===== config.mk =====
export PLATFORM = sky130hd
export DESIGN_NAME = lwe_decrypt
export DESIGN_NICKNAME = d
export VERILOG_FILES = /design/src/rtl/lwe_pkg.sv /design/src/rtl/lwe_round_decode.sv /design/src/rtl/lwe_decrypt.sv
export SDC_FILE = /design/constraint.sdc
export NUM_CORES = 1
export LEC_CHECK = 0
export CAP_MARGIN = 20
export CORE_AREA = 5 5 78 95
export DETAILED_ROUTE_END_ITERATION = 6
export DIE_AREA = 0 0 83 100
export GPL_TIMING_DRIVEN = 0
export PLACE_DENSITY_LB_ADDON = 0.15
export SLEW_MARGIN = 20
export SYNTH_ARGS = -nofsm -noshare
export SYNTH_HDL_FRONTEND = slang
export SYNTH_SLANG_ARGS = --single-unit
export TNS_END_PERCENT = 10

===== constraint.sdc =====
create_clock -name clk -period 4.4 [get_ports clk]
set_clock_uncertainty 0.15 [all_clocks]
set_input_delay 0.44 -clock clk [delete_from_list [all_inputs] [get_ports clk]]
set_output_delay 0.44 -clock clk [all_outputs]
set_load 0.005 [all_outputs]

===== src/rtl/lwe_pkg.sv =====
`default_nettype none
// ============================================================================
// Package     : lwe_pkg
// Description : Shared LWE helpers: modulus-derived constants (log2(q),
//               q/p step, decode shift) and the decrypt state encoding.
//               Used by both the encrypt and decrypt stages.
// Revision    : 1.0 - initial release
// ============================================================================
package lwe_pkg;

    // Decrypt controller states.
    typedef enum logic [1:0] {
        ST_IDLE  = 2'd0,
        ST_ACCUM = 2'd1,
        ST_ROUND = 2'd2,
        ST_OUT   = 2'd3
    } lwe_state_t;

    // Ceiling log2; moduli are powers of two so this is exact.
    function automatic int f_log2(input int value);
        int result;
        result = 0;
        for (int i = 0; i < 31; i++) begin
            if ((1 << i) < value) begin
                result = i + 1;
            end
        end
        return result;
    endfunction

    // Distance between adjacent plaintext points on the ciphertext ring.
    function automatic int f_delta(input int q, input int p);
        return q / p;
    endfunction

    // Right shift that maps a LOG_Q-bit value onto the plaintext alphabet.
    function automatic int f_shift(input int q, input int plaintext_width);
        return f_log2(q) - plaintext_width;
    endfunction

endpackage : lwe_pkg
`default_nettype wire


===== src/rtl/lwe_round_decode.sv =====
`default_nettype none
// ============================================================================
// Module      : lwe_round_decode
// Description : Combinational rounding of a noisy phase v (mod q) to the
//               nearest multiple of DELTA = q/p, returned as the plaintext
//               index. Values just below q round up and wrap to 0.
// Revision    : 1.0 - initial release
// Ports       :
//   v          in   LOG_Q            phase b - <a,s> mod q
//   plaintext  out  PLAINTEXT_WIDTH  round(v / DELTA) mod p
// ============================================================================
module lwe_round_decode
    import lwe_pkg::*;
#(
    parameter int LOG_Q           = 10,
    parameter int PLAINTEXT_WIDTH = 6,
    parameter int DELTA           = 16
) (
    input  logic [LOG_Q-1:0]           v,
    output logic [PLAINTEXT_WIDTH-1:0] plaintext
);

    localparam int               c_SHIFT = f_shift(1 << LOG_Q, PLAINTEXT_WIDTH);
    localparam logic [LOG_Q-1:0] c_HALF  = LOG_Q'(DELTA / 2);

    // Sub-step fraction bits are discarded after the half-step bias is added.
    logic [c_SHIFT-1:0] w_frac_unused;

    // The add is LOG_Q bits wide, so the mod-q wrap falls out of truncation.
    assign {plaintext, w_frac_unused} = v + c_HALF;

endmodule : lwe_round_decode
`default_nettype wire


===== src/rtl/lwe_decrypt.sv =====
`default_nettype none
// ============================================================================
// Module      : lwe_decrypt
// Description : Streaming LWE decryption. Accepts a_0..a_{n-1} paired with
//               s_0..s_{n-1}, then b, computes v = b - sum(a_i*s_i) mod q,
//               rounds to the nearest plaintext and presents it on a
//               valid/ready output.
// Revision    : 1.0 - initial release
// Ports       :
//   clk, rst_n     in   clock, asynchronous active-low reset
//   start          in   one-cycle pulse, begins a decryption (IDLE only)
//   busy           out  high from accepted start until output handshake
//   in_valid       in   ct_elem / sk_elem valid
//   in_ready       out  element accepted this cycle (high in ACCUM)
//   ct_elem        in   ciphertext element at index row
//   sk_elem        in   secret-key element s_row (ignored for b)
//   row            out  index of the next expected element
//   out_valid      out  plaintext_out valid
//   out_ready      in   consumer accepts output
//   plaintext_out  out  decrypted message
// ============================================================================
module lwe_decrypt
    import lwe_pkg::*;
#(
    parameter int PLAINTEXT_MODULUS  = 64,
    parameter int PLAINTEXT_WIDTH    = 6,
    parameter int DIMENSION          = 1,
    parameter int CIPHERTEXT_MODULUS = 1024,
    parameter int CIPHERTEXT_WIDTH   = 21
) (
    input  logic                        clk,
    input  logic                        rst_n,
    input  logic                        start,
    output logic                        busy,
    input  logic                        in_valid,
    output logic                        in_ready,
    input  logic [CIPHERTEXT_WIDTH-1:0] ct_elem,
    input  logic [CIPHERTEXT_WIDTH-1:0] sk_elem,
    output logic [DIMENSION:0]          row,
    output logic                        out_valid,
    input  logic                        out_ready,
    output logic [PLAINTEXT_WIDTH-1:0]  plaintext_out
);

    localparam int                 c_LOG_Q    = f_log2(CIPHERTEXT_MODULUS);
    localparam int                 c_DELTA    = f_delta(CIPHERTEXT_MODULUS, PLAINTEXT_MODULUS);
    localparam logic [DIMENSION:0] c_LAST_ROW = (DIMENSION + 1)'(DIMENSION);
    localparam logic [DIMENSION:0] c_ROW_ONE  = (DIMENSION + 1)'(1);

    lwe_state_t                 r_state;
    lwe_state_t                 w_state_next;
    logic [c_LOG_Q-1:0]         r_acc;
    logic [DIMENSION:0]         r_row;
    logic                       r_out_valid;
    logic [PLAINTEXT_WIDTH-1:0] r_plaintext;

    logic [c_LOG_Q-1:0]         w_ct_lo;
    logic [c_LOG_Q-1:0]         w_sk_lo;
    logic [c_LOG_Q-1:0]         w_prod;
    logic                       w_xfer;
    logic                       w_last;
    logic                       w_out_fire;
    logic [PLAINTEXT_WIDTH-1:0] w_decoded;

    // Only the low log2(q) bits of each element carry information.
    assign w_ct_lo = ct_elem[c_LOG_Q-1:0];
    assign w_sk_lo = sk_elem[c_LOG_Q-1:0];

    generate
        if (CIPHERTEXT_WIDTH > c_LOG_Q) begin : g_unused_hi
            logic w_unused_hi;
            assign w_unused_hi = ^{ct_elem[CIPHERTEXT_WIDTH-1:c_LOG_Q],
                                   sk_elem[CIPHERTEXT_WIDTH-1:c_LOG_Q]};
        end
    endgenerate

    // Product truncated to LOG_Q bits: the mod-q reduction is free for q = 2^k.
    assign w_prod     = w_ct_lo * w_sk_lo;
    assign in_ready   = (r_state == ST_ACCUM);
    assign w_xfer     = in_valid && in_ready;
    assign w_last     = (r_row == c_LAST_ROW);
    assign w_out_fire = r_out_valid && out_ready;

    assign busy          = (r_state != ST_IDLE);
    assign row           = r_row;
    assign out_valid     = r_out_valid;
    assign plaintext_out = r_plaintext;

    lwe_round_decode #(
        .LOG_Q           (c_LOG_Q),
        .PLAINTEXT_WIDTH (PLAINTEXT_WIDTH),
        .DELTA           (c_DELTA)
    ) u_round_decode (
        .v         (r_acc),
        .plaintext (w_decoded)
    );

    // State register
    always_ff @(posedge clk or negedge rst_n) begin
        if (!rst_n) begin
            r_state <= ST_IDLE;
        end else begin
            r_state <= w_state_next;
        end
    end

    // Next-state logic; start is only honoured from IDLE, so a pulse during
    // an operation or on the output handshake cycle is dropped.
    always_comb begin
        w_state_next = r_state;
        case (r_state)
            ST_IDLE:  if (start)              w_state_next = ST_ACCUM;
            ST_ACCUM: if (w_xfer && w_last)   w_state_next = ST_ROUND;
            ST_ROUND:                         w_state_next = ST_OUT;
            ST_OUT:   if (w_out_fire)         w_state_next = ST_IDLE;
            default:                          w_state_next = ST_IDLE;
        endcase
    end

    // Datapath: MAC accumulator, row counter and output register.
    always_ff @(posedge clk or negedge rst_n) begin
        if (!rst_n) begin
            r_acc       <= '0;
            r_row       <= '0;
            r_out_valid <= 1'b0;
            r_plaintext <= '0;
        end else begin
            case (r_state)
                ST_IDLE: begin
                    if (start) begin
                        r_acc <= '0;
                        r_row <= '0;
                    end
                end
                ST_ACCUM: begin
                    if (w_xfer) begin
                        // a-elements subtract a_i*s_i; the final element is b.
                        if (w_last) begin
                            r_acc <= r_acc + w_ct_lo;
                        end else begin
                            r_acc <= r_acc - w_prod;
                        end
                        r_row <= r_row + c_ROW_ONE;
                    end
                end
                ST_ROUND: begin
                    r_plaintext <= w_decoded;
                    r_out_valid <= 1'b1;
                end
                ST_OUT: begin
                    if (w_out_fire) begin
                        r_out_valid <= 1'b0;
                        r_row       <= '0;
                    end
                end
                default: begin
                    r_out_valid <= 1'b0;
                end
            endcase
        end
    end

endmodule : lwe_decrypt
`default_nettype wire


==> summary.txt <==
=================================================================================
Type of the most critical hold path                                   in -> async
Number of warnings reported in the yosys synthesis log                          0
Die outline width                                                           83 µm
Critical path data required time                                          4.39 ns
Status                                                               complete, no violations
Number of vias in the routed layout                                          2736
Final Instance Area                                                      4030 µm²
Die span in y                                                              100 µm
Largest net degree at the start of global routing                              22
Flop-to-flop setup slack                                                  0.54 ns
TritonCTS Buffers                                                               3
Mapped Nets                                                                   513
Worst Setup End Kind                                                     register
Area of the mapped netlist                                               3400 µm²
Initial Utilization                                                         53.8%
Startpoint class of the critical path                                   input pin
Post-synth EDFFs                                                                0
H-tree level count                                                              1
Launching element of the worst setup path                              ct_elem[5]
Number of input and output port buffers inserted                               35
Final GP Congestion                                                         0.924
Iteration-0 DRC Markers                                                        95
Pwr per Cell Area                                                      767 nW/µm²
Synthesized instance count                                                    387
Antenna fix cells                                                               0
Die area                                                                 8300 µm²
Pin slew with the least headroom to its limit                            0.495 ns
Antenna-violating nets left                                                     0
Worst hold slack across all endpoints                                    0.303 ns
Flops & latches, synth                                                         21
Max Transition Viols Final                                                      0
Hold-fix buffer count after cts                                                 0
Number of placement rows                                                       32
Worst setup margin                                                      0.0701 ns
Drt drc                                                                         0
Number of nets in the layout                                                  554
Total clock sinks                                                              21
# setup viols final                                                             0
TritonCTS clock tree                                                        built
End of the worst register-to-register path                               r_acc[6]
Number of antenna violations at the first check in global routing               0
Leakage Power                                                             1.94 nW
Layout cells sized above 1                                                  13.8%
Post-layout util                                                            63.8%
Asr flop ratio synth                                                         100%
CP max FO                                                                       6
Setup CP Type                                                           in -> reg
Vias per std cell                                                            5.34
Worst setup path end                                                     r_acc[9]
Core box area                                                            6330 µm²
Setup repair after global routing missed its margin                           yes
Average footprint of a synthesized cell                                  8.80 µm²
Origin of the critical flop-to-flop path                                 r_acc[3]
Total Wirelength                                                          7.49 mm
Depth of the worst register-to-register path                                   12
Wire length of the first global-routing pass                              12.9 mm
Sequential area share after synthesis                                       15.4%
Final count of hold timing violations                                           0
Final worst path period share                                               98.4%
Max Root-Sink Buffers                                                           2
Library cell with the largest summed area after synthesis                    fa_1
Cell Area, Placed                                                        3870 µm²
Largest cells by area after synthesis                                fa_1 (19%), ha_1 (17%), dfrtp_1 (15%)
Clock transition at the registers of the reported paths                   0.07 ns
Root Buffer                                                              clkbuf_8
Predominant post-synthesis flop cell                                      dfrtp_1
Clock latency reported for the late side of the worst-skew pair           0.25 ns
Relative slew margins                                                       66.9%
Number of optimization iterations in the first detailed-route pass              4
Count of maximum capacitance violations                                         0
Post-placement setup slack                                               -1.16 ns
F_max                                                                   0.231 GHz
Total track usage                                                           18.8%
Top cell type's share of synthesized area                                   19.4%
Arrival time worst endpoint                                               4.32 ns
Layout area overhead                                                        18.5%
Final sum of negative setup slack                                            0 ns
Cell variety after synth                                                       46
Max VDD drop                                                             0.637 mV
IO Pins                                                                        58
Detailed Place HPWL                                                       5.99 mm
WL/cell                                                                   14.6 µm
Via count of the first global-routing pass                                   2809
Fin crit period                                                           4.33 ns
Residual overflow from global routing                                           0
=================================================================================
## worst min path at each step
stage                     startpoint          endpoint  depth (start not counted)
floorplan                      rst_n         out_valid                          0
global placement    plaintext_out[0]  plaintext_out[0]                          1
detailed placement          r_acc[8]          r_acc[8]                          2
CTS                 plaintext_out[2]  plaintext_out[2]                          2
global route                   rst_n  plaintext_out[3]                          1
finish                         rst_n  plaintext_out[3]                          1
## registers in the layout, summed over array words and instances (netlist names)
register / count
r_acc: 10
r_state: 2
out_valid: 1
plaintext_out: 6
row: 2
## cells in the mapped netlist (all sizes together), types with 3 or more instances
library cell,number
inv,60
o21ai,16
ha,46
clkbuf,4
nand2,28
xor2,9
nand3,7
a21o,8
xnor2,28
o21bai,3
o22ai,6
nor2,16
fa,33
nor2b,4
dfrtp,21
a21oi,21
and2,41
nor3,7
## metrics by stage
stage	power (W)	std cells
after floorplan	0.00217	387
after global placement	0.00267	507
after detailed placement	0.00271	507
after CTS	0.00298	511
after global routing	0.00347	512
final	0.00309	512
## power breakdown
part           leakage, nW  internal [W]  switching (W)
combinational         1.64       0.00128        0.00134
clock               0.0255     0.0000629      0.0000604
sequential           0.269      0.000275      0.0000746
## timing repair
item | in CTS | in global routing
buffers inserted | 0 | 0
pin swaps | 10 | 27
gates resized for setup | 63 | 47
endpoints found under the setup margin | 5 | 3
hold endpoints to repair | 0 | 0
cloned | 0 | 0
## kinds of logic (layout without fill, tap and decap cells)
group                      after synthesis  count (layout)  synth area share (%)
and+or+nand+nor                        116             116                  18.0
xor gates and xnor gates                37              37                  9.74
adders and majority gates               79              79                  36.3
muxes                                    3               3                 0.919
buffers and inverters                   66             106                  7.42
AOI/OAI and AO/OA                       65              65                  12.2
DFF                                     21              21                  15.4
## per-layer routing
metal / up-vias / routed length [µm] / track usage (%)
met2: 59 / 3850 / 35.0
met1: 1316 / 3250 / 22.7
met5: - / 0 / 0
met4: 0 / 213 / 4.53
li1: 1340 / - / -
met3: 21 / 180 / 2.71
## worst max-delay path, stage by stage
cell and delay [ns]:
buf_6 0.11, and2_4 0.15, fa_1 0.52, inv_1 0.05, fa_1 0.49, inv_2 0.04
fa_1 0.51, fa_1 0.45, fa_2 0.40, xor2_2 0.18, xnor2_1 0.18, xnor2_1 0.16
xnor2_1 0.16, xnor2_1 0.17, xnor2_1 0.10, o32a_1 0.18
## final cells by class
type / instances / area [µm²]
multi-input combinational: 300 / 2760
fill: 582 / 2290
sequential: 21 / 526
timing repair buffer: 36 / 348
inverter: 60 / 225
tap: 85 / 106
clock buffer: 3 / 41.3
buffer: 6 / 27.5
clock inverter: 1 / 5.00
## placed cells by master (no fill, tap or decap), drive strengths merged, types with 13 or more instances in the layout
cell	n
nor2	16
buf	13
dfrtp	21
and2	41
ha	46
fa	33
xnor2	28
clkdlybuf4s50	20
a21oi	21
nand2	28
inv	60
o21ai	16
Power figures use the tool's default switching activity.
